===== config.mk =====
export PLATFORM = sky130hd
export DESIGN_NAME = board_vga_renderer
export DESIGN_NICKNAME = d
export VERILOG_FILES = /design/src/rtl/board_vga_renderer.sv
export SDC_FILE = /design/constraint.sdc
export NUM_CORES = 2
export LEC_CHECK = 0
export CORE_AREA = 2 2 380 382
export DETAILED_ROUTE_END_ITERATION = 10
export DIE_AREA = 0 0 382 384
export DONT_BUFFER_PORTS = 1
export GPL_TIMING_DRIVEN = 1
export PLACE_DENSITY = 0.45
export SYNTH_ARGS = -nofsm -noshare
export SYNTH_HDL_FRONTEND = slang
export SYNTH_SLANG_ARGS = --single-unit

===== constraint.sdc =====
create_clock -name clk -period 5.2 [get_ports clk]
set_input_delay 1.04 -clock clk [delete_from_list [all_inputs] [get_ports clk]]
set_output_delay 1.04 -clock clk [all_outputs]
set_load 0.05 [all_outputs]

===== src/rtl/board_vga_renderer.sv =====
`default_nettype none
// ============================================================================
//  Module   : board_vga_renderer
//  Purpose  : 640x480@60 VGA renderer for the 12x10 board colour array, with
//             per-frame snapshot. Optional grid overlay: BOARD_GRID_LINES_EN.
//  Revision : 1.0 - initial release
// ============================================================================
module board_vga_renderer #(
  parameter int H_ACTIVE = 640,
  parameter int H_FP     = 16,
  parameter int H_SYNC   = 96,
  parameter int H_BP     = 48,
  parameter int V_ACTIVE = 480,
  parameter int V_FP     = 10,
  parameter int V_SYNC   = 2,
  parameter int V_BP     = 33,
  parameter int CELL_PX  = 40,
  parameter int X_OFFSET = 120
) (
  input  logic        clk,
  input  logic        rst_n,
  input  logic [0:79] colorValues [0:11],
  input  logic        color_valid,
  output logic        frame_sync,
  output logic        vga_hsync,
  output logic        vga_vsync,
  output logic [3:0]  vga_r,
  output logic [3:0]  vga_g,
  output logic [3:0]  vga_b
);

  localparam int BOARD_COLS = 10;
  localparam int BOARD_ROWS = 12;
  localparam int H_TOTAL    = H_ACTIVE + H_FP + H_SYNC + H_BP;
  localparam int V_TOTAL    = V_ACTIVE + V_FP + V_SYNC + V_BP;
  localparam int HW         = $clog2(H_TOTAL + 1);
  localparam int VW         = $clog2(V_TOTAL + 1);
  localparam int SW         = (CELL_PX > 1) ? $clog2(CELL_PX) : 1;
  localparam int IW         = 4;

  localparam logic [HW-1:0] c_h_last    = HW'(H_TOTAL - 1);
  localparam logic [HW-1:0] c_h_active  = HW'(H_ACTIVE);
  localparam logic [HW-1:0] c_hs_start  = HW'(H_ACTIVE + H_FP);
  localparam logic [HW-1:0] c_hs_end    = HW'(H_ACTIVE + H_FP + H_SYNC - 1);
  localparam logic [HW-1:0] c_col_start = HW'((X_OFFSET == 0) ? (H_TOTAL - 1) : (X_OFFSET - 1));
  localparam logic [HW-1:0] c_board_x0  = HW'(X_OFFSET);
  localparam logic [HW-1:0] c_board_x1  = HW'(X_OFFSET + BOARD_COLS * CELL_PX);
  localparam logic [VW-1:0] c_v_last    = VW'(V_TOTAL - 1);
  localparam logic [VW-1:0] c_v_active  = VW'(V_ACTIVE);
  localparam logic [VW-1:0] c_vs_start  = VW'(V_ACTIVE + V_FP);
  localparam logic [VW-1:0] c_vs_end    = VW'(V_ACTIVE + V_FP + V_SYNC - 1);
  localparam logic [VW-1:0] c_board_y1  = VW'(BOARD_ROWS * CELL_PX);
  localparam logic [SW-1:0] c_sub_last  = SW'(CELL_PX - 1);
  localparam logic [IW-1:0] c_cols      = IW'(BOARD_COLS);
  localparam logic [IW-1:0] c_rows      = IW'(BOARD_ROWS);

  logic [HW-1:0] h_cnt_q, h_cnt_d;
  logic [VW-1:0] v_cnt_q, v_cnt_d;
  logic [SW-1:0] col_sub_q, col_sub_d, row_sub_q, row_sub_d;
  logic [IW-1:0] col_idx_q, col_idx_d, row_idx_q, row_idx_d;
  logic          w_h_wrap, w_v_wrap, w_frame_start, w_in_board;

  logic          s1_in_board_q, s1_hsync_q, s1_vsync_q;
  logic [IW-1:0] s1_row_q, s1_col_q;
  logic          s2_hsync_q, s2_vsync_q;
  logic [3:0]    s2_r_q, s2_g_q, s2_b_q;
  logic [3:0]    w_r, w_g, w_b;
  logic [0:79]   w_row_bits;
  logic [7:0]    w_cell;
  logic [0:79]   snap_q [0:BOARD_ROWS-1];
`ifdef BOARD_GRID_LINES_EN
  logic          s1_grid_q;
`endif

  assign w_h_wrap      = (h_cnt_q == c_h_last);
  assign w_v_wrap      = (v_cnt_q == c_v_last);
  assign w_frame_start = (h_cnt_q == '0) && (v_cnt_q == c_v_active);

  always_comb begin
    h_cnt_d = h_cnt_q + HW'(1);
    v_cnt_d = v_cnt_q;
    if (w_h_wrap) begin
      h_cnt_d = '0;
      v_cnt_d = w_v_wrap ? '0 : (v_cnt_q + VW'(1));
    end
  end

  // Cell indices saturate at the board size; saturated values mean "off board".
  always_comb begin
    col_sub_d = col_sub_q + SW'(1);
    col_idx_d = col_idx_q;
    if (h_cnt_q == c_col_start) begin
      col_sub_d = '0;
      col_idx_d = '0;
    end else if (col_sub_q == c_sub_last) begin
      col_sub_d = '0;
      if (col_idx_q != c_cols) col_idx_d = col_idx_q + IW'(1);
    end

    row_sub_d = row_sub_q;
    row_idx_d = row_idx_q;
    if (w_h_wrap) begin
      if (w_v_wrap) begin
        row_sub_d = '0;
        row_idx_d = '0;
      end else if (row_sub_q == c_sub_last) begin
        row_sub_d = '0;
        if (row_idx_q != c_rows) row_idx_d = row_idx_q + IW'(1);
      end else begin
        row_sub_d = row_sub_q + SW'(1);
      end
    end
  end

  assign w_in_board = (h_cnt_q < c_h_active) && (v_cnt_q < c_v_active) &&
                      (h_cnt_q >= c_board_x0) && (h_cnt_q < c_board_x1) &&
                      (v_cnt_q < c_board_y1) &&
                      (col_idx_q < c_cols) && (row_idx_q < c_rows);

  always_ff @(posedge clk or negedge rst_n) begin
    if (!rst_n) begin
      h_cnt_q       <= '0;
      v_cnt_q       <= '0;
      col_sub_q     <= '0;
      col_idx_q     <= '0;
      row_sub_q     <= '0;
      row_idx_q     <= '0;
      s1_in_board_q <= 1'b0;
      s1_row_q      <= '0;
      s1_col_q      <= '0;
      s1_hsync_q    <= 1'b1;
      s1_vsync_q    <= 1'b1;
`ifdef BOARD_GRID_LINES_EN
      s1_grid_q     <= 1'b0;
`endif
      s2_hsync_q    <= 1'b1;
      s2_vsync_q    <= 1'b1;
      s2_r_q        <= '0;
      s2_g_q        <= '0;
      s2_b_q        <= '0;
    end else begin
      h_cnt_q       <= h_cnt_d;
      v_cnt_q       <= v_cnt_d;
      col_sub_q     <= col_sub_d;
      col_idx_q     <= col_idx_d;
      row_sub_q     <= row_sub_d;
      row_idx_q     <= row_idx_d;
      s1_in_board_q <= w_in_board;
      s1_row_q      <= row_idx_q;
      s1_col_q      <= col_idx_q;
      s1_hsync_q    <= !((h_cnt_q >= c_hs_start) && (h_cnt_q <= c_hs_end));
      s1_vsync_q    <= !((v_cnt_q >= c_vs_start) && (v_cnt_q <= c_vs_end));
`ifdef BOARD_GRID_LINES_EN
      s1_grid_q     <= (col_sub_q == '0) || (row_sub_q == '0);
`endif
      s2_hsync_q    <= s1_hsync_q;
      s2_vsync_q    <= s1_vsync_q;
      s2_r_q        <= w_r;
      s2_g_q        <= w_g;
      s2_b_q        <= w_b;
    end
  end

  // Mux-based select keeps the read in range even for saturated indices.
  always_comb begin
    w_row_bits = snap_q[0];
    for (int i = 0; i < BOARD_ROWS; i++) begin
      if (s1_row_q == IW'(i)) w_row_bits = snap_q[i];
    end
    w_cell = 8'h00;
    for (int j = 0; j < BOARD_COLS; j++) begin
      if (s1_col_q == IW'(j)) w_cell = w_row_bits[j*8 +: 8];
    end
    w_r = 4'h0;
    w_g = 4'h0;
    w_b = 4'h0;
    if (s1_in_board_q) begin
      w_r = {w_cell[7:5], w_cell[7]};
      w_g = {w_cell[4:2], w_cell[4]};
      w_b = {w_cell[1:0], w_cell[1:0]};
`ifdef BOARD_GRID_LINES_EN
      if (s1_grid_q) begin
        w_r = 4'h4;
        w_g = 4'h9;
        w_b = 4'h5;
      end
`endif
    end
  end

  always_ff @(posedge clk or negedge rst_n) begin
    if (!rst_n) begin
      for (int i = 0; i < BOARD_ROWS; i++) snap_q[i] <= '0;
    end else if (w_frame_start && color_valid) begin
      for (int i = 0; i < BOARD_ROWS; i++) snap_q[i] <= colorValues[i];
    end
  end

  assign frame_sync = w_frame_start;
  assign vga_hsync  = s2_hsync_q;
  assign vga_vsync  = s2_vsync_q;
  assign vga_r      = s2_r_q;
  assign vga_g      = s2_g_q;
  assign vga_b      = s2_b_q;

endmodule
`default_nettype wire

==> impl.org <==
** STA
- Worst-Margin Slew :: 1.50 ns
- Final count of hold timing violations :: 0
- Number of slew-limit violations in the final report :: 7
- After layout, the worst path uses 88.5% of the clock period.
- Clock skew on the completed layout was measured at 0.0325 ns.
- Setup violations remaining at the end of the flow were counted as 0.
- In this run the tightest slew margin relative to its limit is -0.0489%.
- Timing would allow up to 0.217 GHz.
- Setup TNS Final :: 0 ns
- Counting I/O delays and the setup requirement, the final critical path takes between 4 and 5 ns.
- Hold is met by 0.125 ns.
- Setup repair after global routing missed its margin :: no

** Logic synthesis
- Number of flops mapped to enable cells by yosys :: 0
- The synthesized netlist contains 85 unique library cells.
- Post-Synthesis Mean Instance Area :: 12.2 um^2
- Share of flip-flops with an asynchronous set or reset after synthesis :: 100%
- Summing the sequential cell areas from Yosys gives 52.6% of the chip area.
- Cell count after synthesis :: 3,969
- Yosys reg bits :: 1,021
- The Yosys step of the flow raised 0 warnings.
- The number of nets in the synthesized netlist is 4,942.
- Post-synthesis instance area :: a little under 0.05 mm^2
- Dominant synthesized flop cell :: sky130_fd_sc_hd__dfrtp_1

** Finish
- The filler cells instantiated in the layout total 14.0k.
- Post-layout net count :: about 4.9k
- Share of layout cells above drive strength 1 :: a little over a third
- The finished cells cover 0.0551 mm^2.
- P&R area growth vs syn :: 13.3%

** Setup path
- Worst R2R End :: vga_b[1]
- Worst EP arrival :: 5.20 ns
- Family with the most delay on the worst path :: compound AO/OA/AOI/OAI gates
- For this design, the slowest cell found on the critical path is sky130_fd_sc_hd__or4b_2.
- Critical Path Start Type :: flip-flop
- Along the worst path, the maximum fanout reaches 35.
- The critical path contains buffers and inverters numbering 0 combined.
- R2R Setup Slk :: 0.60 ns
- On the worst path, the slowest cell contributes a delay of 1.01 ns.
- In this run the critical register-to-register path is launched from s1_row_q[0].
- The worst setup path is of the reg2reg kind.
- Endpoint kind of the worst setup timing path :: flip-flop
- Measured in cells, the most critical reg-to-reg path has a length of 7.
- Critical path data required time :: between 5 and 6 ns
- The critical path goes through or4b_2 > mux2i_1 > a211oi_1 > a21oi_1 > o21ai_0 > a221oi_1 > nor4_1.

** Place
- # port buffers :: 0
- Detailed-placement wirelength estimate :: 184,000 um
- Placer congestion estimate :: roughly 0.96
- Dpl cell area :: 0.0508 mm^2

** CTS
- Clock tree from TritonCTS :: done
- Post-CTS setup buffer count :: 0
- Number of H-tree levels :: 3
- Number of buffers created by CTS :: 118
- Longest Clk Path Bufs :: 3
- The tree built by TritonCTS fans out to 1,021 sinks.
- Root cell of the clock tree :: sky130_fd_sc_hd__clkbuf_16
- In this run, post-CTS repair resized a total of 0 instances.
- After clock tree synthesis, the clock-pin slew on the worst setup and hold paths is about 0.06 ns.
- Clock latency on the worst-skew pair, taken at its later pin, is 0.77 ns.

** Floorplan
- Effective utilization at floorplan :: 34.0%
- The floorplan step set the die width to 382 um.
- In this run the core area contains around 140 standard-cell rows.
- I/O pin cnt :: 978
- Height of the die :: 384 um
- Floorplan die area :: 0.147 mm^2
- Placeable Area :: 0.143 mm^2

** Route
- Signal routing reaches up to met5.
- The routed design has 243,000 um of wire.
- Met3 WL :: between 20,000 and 25,000 um
- First-pass iteration count of the detailed router :: 6
- Detailed routing placed a total of ~110,000 um of wire on met2.
- Count of nets left with antenna violations after detail routing :: 0
- Violation count after the first detailed-route iteration :: 3,565
- In the final routing, the length of wire on met1 measures 95,800 um.
- Across all layers, the routed design uses 36.1k vias.
- Mean number of vias per cell :: 6.07
- WL/cell :: 40.8 um
- For this run, design rule violations remaining after detail routing come to 0.

** Global routing
- Overall track demand over capacity in global routing :: around 32%
- Pin count of the biggest net entering global routing :: 966
- Number of antenna violations at the first check in global routing :: 209
- The first global-routing pass estimated between 300,000 and 400,000 um of wire.
- Global routing finished with a remaining overflow of 0.
- The via count of the first global-routing pass is 35.7k.

** Flow run
- Across the run, the number of max-cap violations was 0.

** Pwr
- Worst IR Drop VDD :: 312 uV
- Leakage power summed over all cells :: 25.9 nW
- In this run the power density over the cells is 304 mW/mm^2.

** Outcome
- Result of the run :: finished with violations
- The checks that failed: slew limit.

** Worst hold path
- Path type of the worst min-delay path :: in2async
-- flip-flops by register name, indices dropped and copies added (netlist names) --
name / flops
s1_row_q: 4
s1_in_board_q: 1
vga_vsync: 1
snap_q: 960
vga_g: 3
row_idx_q: 4
s1_col_q: 4
s1_hsync_q: 1
vga_hsync: 1
s1_vsync_q: 1
col_sub_q: 6
h_cnt_q: 10
col_idx_q: 4
v_cnt_q: 10
row_sub_q: 6
vga_r: 3
vga_b: 2
-- cell usage in the layout (no fill, tap or decap), types with 15 or more instances in the layout --
cell type and instances:
sky130_fd_sc_hd__a211oi_1 23, sky130_fd_sc_hd__mux2_2 1012, sky130_fd_sc_hd__a31oi_1 24, sky130_fd_sc_hd__nand4_1 15, sky130_fd_sc_hd__buf_12 16, sky130_fd_sc_hd__clkinv_2 19
sky130_fd_sc_hd__buf_4 94, sky130_fd_sc_hd__clkbuf_1 26, sky130_fd_sc_hd__mux2i_1 92, sky130_fd_sc_hd__o22ai_1 68, sky130_fd_sc_hd__mux4_2 17, sky130_fd_sc_hd__o211ai_1 30
sky130_fd_sc_hd__nand2_1 142, sky130_fd_sc_hd__a2bb2oi_1 23, sky130_fd_sc_hd__diode_2 70, sky130_fd_sc_hd__nor2b_1 18, sky130_fd_sc_hd__nor3_1 28, sky130_fd_sc_hd__a22oi_1 51
sky130_fd_sc_hd__o221ai_1 38, sky130_fd_sc_hd__dfrtp_1 1013, sky130_fd_sc_hd__and3_1 23, sky130_fd_sc_hd__o21ai_0 205, sky130_fd_sc_hd__inv_1 19, sky130_fd_sc_hd__clkbuf_8 28
sky130_fd_sc_hd__nor2_1 147, sky130_fd_sc_hd__a21oi_1 292, sky130_fd_sc_hd__nand3_1 40, sky130_fd_sc_hd__clkbuf_16 120, sky130_fd_sc_hd__a221oi_1 46
-- cell type report --
type	instances	area, um^2	share of cell area, %
Clock buffer	174	3490	6.33
Tap cell	1903	2380	4.32
Sequential cell	1021	25600	46.4
Timing Repair Buffer	118	1210	2.20
Multi-Input combinational cell	2605	21700	39.4
Antenna cell	70	175	0.318
Inverter	22	90.1	0.164
Clock inverter	41	495	0.899
-- worst max-delay path by stage --
stage | start | endpoint | slack [ns] | depth (start not counted)
after detailed placement | s1_row_q[0] | vga_b[1] | 0.64 | 7
final | s1_row_q[0] | vga_b[1] | 0.60 | 7
after floorplan | v_cnt_q[5] | snap_q[312] | 2.57 | 9
after global routing | s1_row_q[0] | vga_b[1] | 0.66 | 7
after CTS | s1_row_q[0] | vga_b[1] | 0.65 | 7
after global placement | s1_row_q[0] | vga_b[1] | 0.64 | 7
-- timing repair --
item                                    4_1_cts  5_1_grt
hold endpoints to repair                     45        3
endpoints found under the setup margin        0        0
hold buffers                                  2        1
-- routing by layer --
metal	GRT usage (%)	vias up
met1	39.7	18785
met4	12.7	154
met3	10.2	643
met5	0	-
li1	-	14712
met2	51.8	1850
-- synth_stat cells, types with 26 or more instances --
library cell	count	area share [%]
sky130_fd_sc_hd__nand2_1	146	1.1
sky130_fd_sc_hd__buf_4	26	0.40
sky130_fd_sc_hd__o211ai_1	30	0.46
sky130_fd_sc_hd__mux2i_1	92	1.9
sky130_fd_sc_hd__mux2_2	1012	23
sky130_fd_sc_hd__a221oi_1	46	0.83
sky130_fd_sc_hd__clkbuf_1	143	1.1
sky130_fd_sc_hd__nor2_1	154	1.2
sky130_fd_sc_hd__a22oi_1	51	0.79
sky130_fd_sc_hd__dfrtp_1	1017	52
sky130_fd_sc_hd__nand3_1	40	0.41
sky130_fd_sc_hd__nor3_1	29	0.30
sky130_fd_sc_hd__o22ai_1	68	0.88
sky130_fd_sc_hd__a21oi_1	292	3.0
sky130_fd_sc_hd__o221ai_1	38	0.68
sky130_fd_sc_hd__o21ai_0	210	2.2
sky130_fd_sc_hd__buf_2	124	1.3
-- power breakdown --
| group | internal, mW | leakage, nW | switching [mW] | total (mW) |
|---|---|---|---|---|
| logic | 0.0221 | 9.76 | 0.161 | 0.183 |
| clock network | 5.02 | 1.95 | 3.62 | 8.64 |
| registers | 7.95 | 14.2 | 0 | 7.95 |
| total | 13.0 | 25.9 | 3.78 | 16.8 |
-- cell families after synthesis --
kind of cell	after synthesis	synth area share, %
AOI/OAI and AO/OA	938	12.3
xor gates and xnor gates	17	0.306
adders and majority gates	10	0.257
buffers and inverters	343	3.27
DFF	1021	52.6
muxes	1121	26.1
and+or+nand+nor	519	5.16
-- worst register-to-register path, stage by stage (launching register included) --
cell                       delay [ns]
sky130_fd_sc_hd__dfrtp_4         0.87
sky130_fd_sc_hd__or4b_2          1.04
sky130_fd_sc_hd__mux2i_1         0.41
sky130_fd_sc_hd__a211oi_1        0.12
sky130_fd_sc_hd__a21oi_1         0.79
sky130_fd_sc_hd__o21ai_0         0.46
sky130_fd_sc_hd__a221oi_1        0.66
sky130_fd_sc_hd__nor4_1          0.11
-- metrics by stage --
stage | util (%) | setup WS [ns] | std cells | power, mW
3_3_place_gp | 35.5 | 0.638 | 5661 | 8.10
2_1_floorplan | - | 2.57 | 3969 | 8.10
3_5_place_dp | 35.5 | 0.637 | 5661 | 8.10
4_1_cts | 38.4 | 0.650 | 5878 | 16.8
5_1_grt | 38.5 | 0.655 | 5931 | 17.3
6_report | 38.6 | 0.596 | 5954 | 16.8
No activity file was read; power rests on OpenSTA's default activity.
